[config.mk]
export PLATFORM = sky130hd
export DESIGN_NAME = instr_fetch
export DESIGN_NICKNAME = d
export VERILOG_FILES = /design/src/rtl/cpu_pkg.sv /design/src/rtl/ifu_fifo2.sv /design/src/rtl/instr_fetch.sv
export SDC_FILE = /design/constraint.sdc
export NUM_CORES = 1
export LEC_CHECK = 0
export CAP_MARGIN = 40
export CORE_ASPECT_RATIO = 2
export CORE_MARGIN = 2
export CORE_UTILIZATION = 40
export CTS_CLUSTER_DIAMETER = 40
export DETAILED_ROUTE_END_ITERATION = 16
export MAX_ROUTING_LAYER = met4
export PLACE_DENSITY = 0.74
export SETUP_SLACK_MARGIN = 0.15
export SLEW_MARGIN = 20
export SYNTH_ARGS = -nofsm -noshare
export SYNTH_HDL_FRONTEND = slang
export SYNTH_SLANG_ARGS = --single-unit
[constraint.sdc]
create_clock -name clk -period 1.9 [get_ports clk]
set_input_delay 0.57 -clock clk [delete_from_list [all_inputs] [get_ports clk]]
set_output_delay 0.57 -clock clk [all_outputs]
set_load 0.005 [all_outputs]
[src/rtl/cpu_pkg.sv]
// ============================================================================
//  Module : cpu_pkg
//  Brief  : Shared types for the 8-bit CPU (opcode enum, instruction layout).
//  Rev    : 1.0  initial release
// ============================================================================
`default_nettype none

package cpu_pkg;

    localparam int INSTR_W = 8;

    typedef enum logic [1:0] {
        OP_ONE  = 2'b00,
        OP_ADD  = 2'b01,
        OP_SUB  = 2'b10,
        OP_SWAP = 2'b11
    } op_e;

    typedef struct packed {
        op_e        op;
        logic [2:0] ra;
        logic [2:0] rb;
    } instr_t;

endpackage

`default_nettype wire

[src/rtl/ifu_fifo2.sv]
// ============================================================================
//  Module : ifu_fifo2
//  Brief  : Two-entry FIFO of {instr, instr_pc} with synchronous flush.
//  Rev    : 1.0  initial release
// ============================================================================
`default_nettype none

module ifu_fifo2 #(
    parameter int DATA_W = 16
) (
    input  logic              clk,
    input  logic              rst,
    input  logic              i_push,
    input  logic [DATA_W-1:0] i_push_data,
    input  logic              i_pop,
    input  logic              i_flush,
    output logic              o_valid,
    output logic [DATA_W-1:0] o_data,
    output logic [1:0]        o_count
);

    logic [DATA_W-1:0] r_mem [2];
    logic              r_wr;
    logic              r_rd;
    logic [1:0]        r_cnt;

    always_ff @(posedge clk or posedge rst) begin
        if (rst) begin
            r_mem[0] <= '0;
            r_mem[1] <= '0;
            r_wr     <= 1'b0;
            r_rd     <= 1'b0;
            r_cnt    <= 2'd0;
        end else if (i_flush) begin
            r_wr  <= 1'b0;
            r_rd  <= 1'b0;
            r_cnt <= 2'd0;
        end else begin
            if (i_push) begin
                r_mem[r_wr] <= i_push_data;
                r_wr        <= ~r_wr;
            end
            if (i_pop) begin
                r_rd <= ~r_rd;
            end
            r_cnt <= r_cnt + {1'b0, i_push} - {1'b0, i_pop};
        end
    end

    assign o_valid = (r_cnt != 2'd0);
    assign o_data  = r_mem[r_rd];
    assign o_count = r_cnt;

endmodule

`default_nettype wire

[src/rtl/instr_fetch.sv]
// ============================================================================
//  Module : instr_fetch
//  Brief  : PC owner and single-beat program-memory fetch with valid/ready
//           instruction handoff and redirect flush. IFU_PREFETCH_EN selects a
//           2-deep prefetching variant built on ifu_fifo2.
//  Rev    : 1.0  initial release
// ============================================================================
`default_nettype none

module instr_fetch
    import cpu_pkg::*;
#(
    parameter int               ADDR_W   = 8,
    parameter logic [ADDR_W-1:0] RESET_PC = '0
) (
    input  logic               clk,
    input  logic               rst,
    output logic               mem_req,
    output logic [ADDR_W-1:0]  mem_addr,
    input  logic               mem_rvalid,
    input  logic [INSTR_W-1:0] mem_rdata,
    input  logic               redirect_valid,
    input  logic [ADDR_W-1:0]  redirect_pc,
    output logic               instr_valid,
    output logic [INSTR_W-1:0] instr,
    output logic [ADDR_W-1:0]  instr_pc,
    input  logic               instr_ready,
    output logic [ADDR_W-1:0]  pc
);

    typedef enum logic [1:0] {
        S_IDLE = 2'd0,
        S_REQ  = 2'd1,
        S_WAIT = 2'd2,
        S_HOLD = 2'd3
    } ifu_state_e;

    localparam logic [ADDR_W-1:0] c_pc_one = 1;

    ifu_state_e        r_state;
    ifu_state_e        w_state_nxt;
    logic [ADDR_W-1:0] r_pc;
    logic              w_mem_req;

`ifdef IFU_PREFETCH_EN

    logic [ADDR_W-1:0]         r_resp_pc;
    logic [1:0]                r_outst;
    logic [1:0]                r_drop;
    logic [1:0]                w_fifo_cnt;
    logic                      w_fifo_valid;
    logic [INSTR_W+ADDR_W-1:0] w_fifo_data;
    logic                      w_pop;
    logic                      w_resp;
    logic                      w_push;
    logic [2:0]                w_occ;

    // Occupancy counts the slot freed by a same-cycle pop so 1 instr/cycle is sustained.
    always_comb begin
        w_pop       = w_fifo_valid & instr_ready;
        w_occ       = {1'b0, w_fifo_cnt} + {1'b0, r_outst} - {2'b00, w_pop};
        w_resp      = mem_rvalid & (r_outst != 2'd0);
        w_push      = w_resp & (r_drop == 2'd0) & ~redirect_valid;
        w_mem_req   = (r_state != S_IDLE) & ~redirect_valid & (w_occ < 3'd2);
        w_state_nxt = (r_state == S_IDLE) ? S_REQ : r_state;
    end

    always_ff @(posedge clk or posedge rst) begin
        if (rst) begin
            r_state   <= S_IDLE;
            r_pc      <= RESET_PC;
            r_resp_pc <= '0;
            r_outst   <= 2'd0;
            r_drop    <= 2'd0;
        end else begin
            r_state <= w_state_nxt;
            r_outst <= r_outst + {1'b0, w_mem_req} - {1'b0, w_resp};
            if (redirect_valid) begin
                r_pc      <= redirect_pc;
                r_resp_pc <= redirect_pc;
                r_drop    <= r_outst - {1'b0, w_resp};
            end else begin
                if (w_mem_req) begin
                    r_pc <= r_pc + c_pc_one;
                end
                if (w_push) begin
                    r_resp_pc <= r_resp_pc + c_pc_one;
                end
                if (w_resp && (r_drop != 2'd0)) begin
                    r_drop <= r_drop - 2'd1;
                end
            end
        end
    end

    ifu_fifo2 #(
        .DATA_W (INSTR_W + ADDR_W)
    ) u_fifo (
        .clk         (clk),
        .rst         (rst),
        .i_push      (w_push),
        .i_push_data ({mem_rdata, r_resp_pc}),
        .i_pop       (w_pop),
        .i_flush     (redirect_valid),
        .o_valid     (w_fifo_valid),
        .o_data      (w_fifo_data),
        .o_count     (w_fifo_cnt)
    );

    assign instr_valid = w_fifo_valid;
    assign instr       = w_fifo_data[INSTR_W+ADDR_W-1:ADDR_W];
    assign instr_pc    = w_fifo_data[ADDR_W-1:0];

`else

    logic [ADDR_W-1:0] r_req_pc;
    logic              r_drop;
    instr_t            r_instr;
    logic [ADDR_W-1:0] r_instr_pc;
    logic              r_instr_valid;
    logic              w_capture;

    always_comb begin
        w_state_nxt = r_state;
        w_mem_req   = 1'b0;
        case (r_state)
            S_IDLE: w_state_nxt = S_REQ;
            S_REQ: begin
                w_mem_req   = ~redirect_valid;
                w_state_nxt = S_WAIT;
            end
            S_WAIT: begin
                if (mem_rvalid) begin
                    w_state_nxt = r_drop ? S_REQ : S_HOLD;
                end
            end
            S_HOLD: begin
                if (instr_ready) begin
                    w_state_nxt = S_REQ;
                end
            end
            default: w_state_nxt = S_IDLE;
        endcase
        // A redirect while a read is still in flight must wait for it to drain.
        if (redirect_valid) begin
            w_state_nxt = (r_state == S_WAIT && !mem_rvalid) ? S_WAIT : S_REQ;
        end
        w_capture = (r_state == S_WAIT) & mem_rvalid & ~r_drop & ~redirect_valid;
    end

    always_ff @(posedge clk or posedge rst) begin
        if (rst) begin
            r_state       <= S_IDLE;
            r_pc          <= RESET_PC;
            r_req_pc      <= '0;
            r_drop        <= 1'b0;
            r_instr       <= '0;
            r_instr_pc    <= '0;
            r_instr_valid <= 1'b0;
        end else begin
            r_state <= w_state_nxt;
            if (redirect_valid) begin
                r_pc <= redirect_pc;
            end else if (w_mem_req) begin
                r_pc <= r_pc + c_pc_one;
            end
            if (w_mem_req) begin
                r_req_pc <= r_pc;
            end
            if (r_state == S_WAIT) begin
                if (mem_rvalid) begin
                    r_drop <= 1'b0;
                end else if (redirect_valid) begin
                    r_drop <= 1'b1;
                end
            end
            if (w_capture) begin
                r_instr       <= instr_t'(mem_rdata);
                r_instr_pc    <= r_req_pc;
                r_instr_valid <= 1'b1;
            end else if (r_instr_valid && (instr_ready || redirect_valid)) begin
                r_instr_valid <= 1'b0;
            end
        end
    end

    assign instr_valid = r_instr_valid;
    assign instr       = r_instr;
    assign instr_pc    = r_instr_pc;

`endif

    assign mem_req  = w_mem_req;
    assign mem_addr = w_mem_req ? r_pc : '0;
    assign pc       = r_pc;

endmodule

`default_nettype wire

# == Yosys cells after proc, flatten, opt, wreduce, memory -nomap -nowiden ==
# Cells that the tools add are included.
# totals
word_cells,44
out_inout_bits,34
reg_bits,36
# op_classes
n_addsub,1
n_bitwise,5
n_eq_ne,5
reduce_logical,10
n_mux,14
# ops
operator,count
8-bit 2-to-1 mux,3
2-bit 2-to-1 mux,5
"8-bit by 1-bit adder with 8-bit output, second input constant",1
2-bit one-hot mux with 4 select lines,1
"3-bit inequality test, second input constant",2
2-bit nonzero test,3
1-bit 2-to-1 mux,5
"2-bit equality test, second input constant",2
2-bit AND reduction,2
1-bit bitwise AND,3
"2-bit by 1-bit equality test with 1-bit output, second input constant",1
1-bit logical AND,2
2-bit logical NOT,1
1-bit inverter,2
1-bit logical NOT,1
1-bit logical OR,1

# == Depth between registers and ports, before layout ==
# depth
word_depth,5
depth_mapped,7

# == Worst setup path after synthesis ==
# OpenSTA, ideal clock, no wires.
# synth_path
path_kind,reg-to-output
from,reg r_state[1]
to,out mem_addr[0]
path_buffers,3
t_required_ns,1.330
t_arrival_ns,1.336
setup_slack_ns,-0.006
stages_incl_launch_ff,8
path_cell_list,dfrtp_1 > inv_1 > ha_1 > buf_4 > nor2b_1 > buf_2 > buf_2 > and2_1
# synth_via
elab_chain_cells,3
# synth_rtl
element,line_no,source
from (decl),instr_fetch.sv:40,ifu_state_e r_state;
from (signal assigned),instr_fetch.sv:161,r_state <= w_state_nxt;
2-bit by 1-bit equality test with 1-bit output,instr_fetch.sv:126,case (r_state)
1-bit 2-to-1 mux,instr_fetch.sv:126,
named net mem_req,instr_fetch.sv:18,"output logic mem_req,"
8-bit 2-to-1 mux,instr_fetch.sv:194,assign mem_addr = w_mem_req ? r_pc : '0;
to (decl),instr_fetch.sv:19,"output logic [ADDR_W-1:0] mem_addr,"
# The timed path passes the listed nets, and every way through them passes these cells.

# == Worst setup path after layout ==
# layout_path
from,reg r_state[0]
to,out mem_addr[2]
# layout_via
elab_chain_cells,3
# layout_rtl
element,line_no
2-bit by 1-bit equality test with 1-bit output,instr_fetch.sv:126
1-bit 2-to-1 mux,instr_fetch.sv:126
8-bit 2-to-1 mux,instr_fetch.sv:194
# Every way passes these cells.

==> flow_metrics.env <==
export IMPL_ir_drop_uv=1030
export IMPL_post_place_ws_ns=-0.668
export IMPL_syn_area_per_cell_um2=12.7
export IMPL_worstSetupEndpoint="mem_addr[2]"
export IMPL_mostFrequentLayoutCell="buf_4"
export IMPL_final_cell_mix="43 x buf_4, 35 x dfrtp_1, 26 x clkdlybuf4s50_1"
export IMPL_max_freq_mhz=483
export IMPL_synth_top_area_frac=0.538
export IMPL_antenna_found_initial=0
export IMPL_hold_depth=1
export IMPL_wl_mm=5.42
export IMPL_relSlewSlack=0.727
export IMPL_synth_seq_area_share=0.538
export IMPL_power_switching_mw=1.14
export IMPL_cap_violations=0
export IMPL_ioPinCount=55
export IMPL_critPathTopFamily="flip-flops"
export IMPL_crit_type="reg -> out"
export IMPL_n_antenna_cell=0
export IMPL_cts_tree="done"
export IMPL_holdWs_ns=0.496
export IMPL_worst_r2r_setup_slack_ns=-0.09
export IMPL_hp_class="reg -> reg"
export IMPL_grt_first_pass_wirelength_mm=7.00
export IMPL_dr_pass1_iters=5
export IMPL_fillers=279
export IMPL_fin_crit_sh=1.09
export IMPL_drtIter0Drc=49
export IMPL_layout_nets=264
export IMPL_path_max_fanout=6
export IMPL_violations="setup timing"
export IMPL_skew_ns=0.0116
export IMPL_p_seq_frac=0.320
export IMPL_cp_arrival_ns=1.50
export IMPL_cts_sinks=36
export IMPL_port_buffers=54
export IMPL_critPathLaunch="r_state[0]$_DFFE_PP0P_"
export IMPL_internal_power_mw=2.65
export IMPL_floorplan_rows=33
export IMPL_worstPathBufferInverterCount=3
export IMPL_die_w_um=49.7
export IMPL_cp_cell_sequence="ha_4 -> nor2b_4 -> buf_6 -> buf_6 -> and2_4 -> buf_6"
export IMPL_start_util=0.414
export IMPL_synthCells=132
export IMPL_power_leakage_nw=1.58
export IMPL_layout_drive_gt1_share=0.450
export IMPL_hold_viol_final=0
export IMPL_dieHeight_um=95.5
export IMPL_final_antenna_net_count=0
export IMPL_clk_insertion_delay_late_ns=0.30
export IMPL_tritoncts_num_buffers=5
export IMPL_placed_cells=250
export IMPL_h_tree_depth=2
export IMPL_critPathMostFrequentCell="buf_6"
export IMPL_viasPerCell=5.00
export IMPL_synth_warnings=0
export IMPL_grt_pass1_vias=1430
export IMPL_slew_viol_final=0
export IMPL_synth_area_leaders="dfrtp_1 54%, mux2_2 10%, mux2_4 8.1%"
export IMPL_switching_share=0.301
export IMPL_required_ns=1.33
export IMPL_reg2reg_depth=8
export IMPL_worst_pin_slew_ns=0.409
export IMPL_rr_endpoint="instr_pc[1]$_DFFE_PP0P_"
export IMPL_ys_ff_latch=36
export IMPL_clock_power_share=0.200
export IMPL_r2r_start="r_state[0]$_DFFE_PP0P_"
export IMPL_end_kind="primary output"
export IMPL_combPwrFrac=0.480
export IMPL_syn_area_um2=1670
export IMPL_rsz0062_at_grt="yes"
export IMPL_grt_max_degree=26
export IMPL_worstSetupPathDepth=6
export IMPL_clk_root_buffer_cell="clkbuf_8"
export IMPL_status="complete, but fails checks"
export IMPL_fin_crit_ns=2.07
export IMPL_place_gp_congestion=0.857
export IMPL_clock_path_buffers=2
export IMPL_track_usage=0.207
export IMPL_vias=1459
export IMPL_die_area_um2=4750
export IMPL_drc=0
export IMPL_slowest_stage="dfrtp_1"
export IMPL_grt_overflow=0
export IMPL_synth_area_leader_cell="dfrtp_1"
export IMPL_path_clk_slew_ns=0.07
export IMPL_synth_nets=157
export IMPL_fin_cells=292
export IMPL_wl_per_cell_um=18.5
export IMPL_hpwlAfterDp_mm=2.98
export IMPL_p_per_area_nw_per_um2=1310
export IMPL_start_kind="register"
export IMPL_final_util=0.718
export IMPL_synthToLayoutAreaGrowth_pct=73.6
export IMPL_yosysUniqueCellTypes=25
export IMPL_coreArea_um2=4050
export IMPL_setup_violations=21
export IMPL_cpPeakStageDelay_ns=0.42
export IMPL_tns_ns=-1.83
export IMPL_layout_setup_ws_ns=-0.172
==> layer usage <==
metal	vias up	part of all wire	track usage
met1	729	0.36	0.216
met2	53	0.57	0.363
met4	0	0.021	0.0880
li1	666	-	-
met3	11	0.049	0.0549
met5	-	0	-
==> worst reg2reg max path, delay by kind of cell, from the launching register on <==
kind / cells / cell delay [ns]
DFF: 1 / 0.42
buffers and inverters: 4 / 0.59
and+or+nand+nor: 2 / 0.40
adders and majority gates: 1 / 0.15
muxes: 1 / 0.30
==> state kept, by name, summed over array words and instances, names as in the netlist <==
register	flops
r_drop	1
r_state	2
instr	8
instr_pc	8
pc	8
instr_valid	1
r_req_pc	8
==> through the flow <==
stage          power [mW]  instance area [µm²]
2_1_floorplan        1.86                 1690
3_3_place_gp         2.49                 2380
3_5_place_dp         2.55                 2380
4_1_cts              3.47                 2620
5_1_grt              3.99                 2910
6_report             3.79                 2910
==> power groups by stage <==
stage / clock network (mW) / logic [mW] / registers, mW
finish: 0.758 / 1.82 / 1.21
global route: 0.805 / 1.95 / 1.23
CTS: 0.754 / 1.52 / 1.20
detailed placement: 0 / 1.32 / 1.23
global placement: 0 / 1.27 / 1.21
floorplan: 0 / 0.624 / 1.24
==> Yosys cell counts (all sizes together) <==
cell / n
xor2: 3
or4: 3
o211ai: 3
nand3: 3
ha: 4
nor3: 1
nor2: 3
o21ai: 6
inv: 4
and2: 8
xnor2: 1
mux2i: 3
a21o: 1
dfrtp: 36
buf: 6
nor2b: 3
nand2: 13
nand4: 4
mux2: 24
a21oi: 3
==> area by class of cell <==
class | instances | area (µm²) | share of cell area
Timing Repair Buffer | 106 | 1010 | 0.347
Inverter | 4 | 15.0 | 0.00517
Clock buffer | 7 | 96.3 | 0.0331
Multi-Input combinational cell | 86 | 791 | 0.272
Clock inverter | 1 | 30.0 | 0.0103
Tap cell | 52 | 65.1 | 0.0224
Sequential cell | 36 | 902 | 0.310
==> cell families after synthesis <==
family	share of synthesized area
mux	0.200
buf+inv	0.0374
compound gates	0.0448
simple gates	0.129
fa+ha+maj	0.0299
flops	0.538
xor+xnor	0.0209
==> how the worst min path moves through the flow <==
stage,from,to,slack [ns]
after floorplan,instr_valid$_DFFE_PP0P_,instr_valid$_DFFE_PP0P_,0.47
after global placement,instr_valid$_DFFE_PP0P_,instr_valid$_DFFE_PP0P_,0.46
after detailed placement,instr_valid$_DFFE_PP0P_,instr_valid$_DFFE_PP0P_,0.48
after CTS,instr_valid$_DFFE_PP0P_,instr_valid$_DFFE_PP0P_,0.50
after global routing,instr_valid$_DFFE_PP0P_,instr_valid$_DFFE_PP0P_,0.52
final,instr_valid$_DFFE_PP0P_,instr_valid$_DFFE_PP0P_,0.50
==> timing repair <==
item,in CTS,in global routing
pin swaps,5,3
gates resized for setup,53,34
hold buffers,0,0
setup buffers,17,15
gates cloned,0,2
hold endpoints to repair,0,0
setup endpoints to repair,33,51
(Power assumes the default switching activity.)
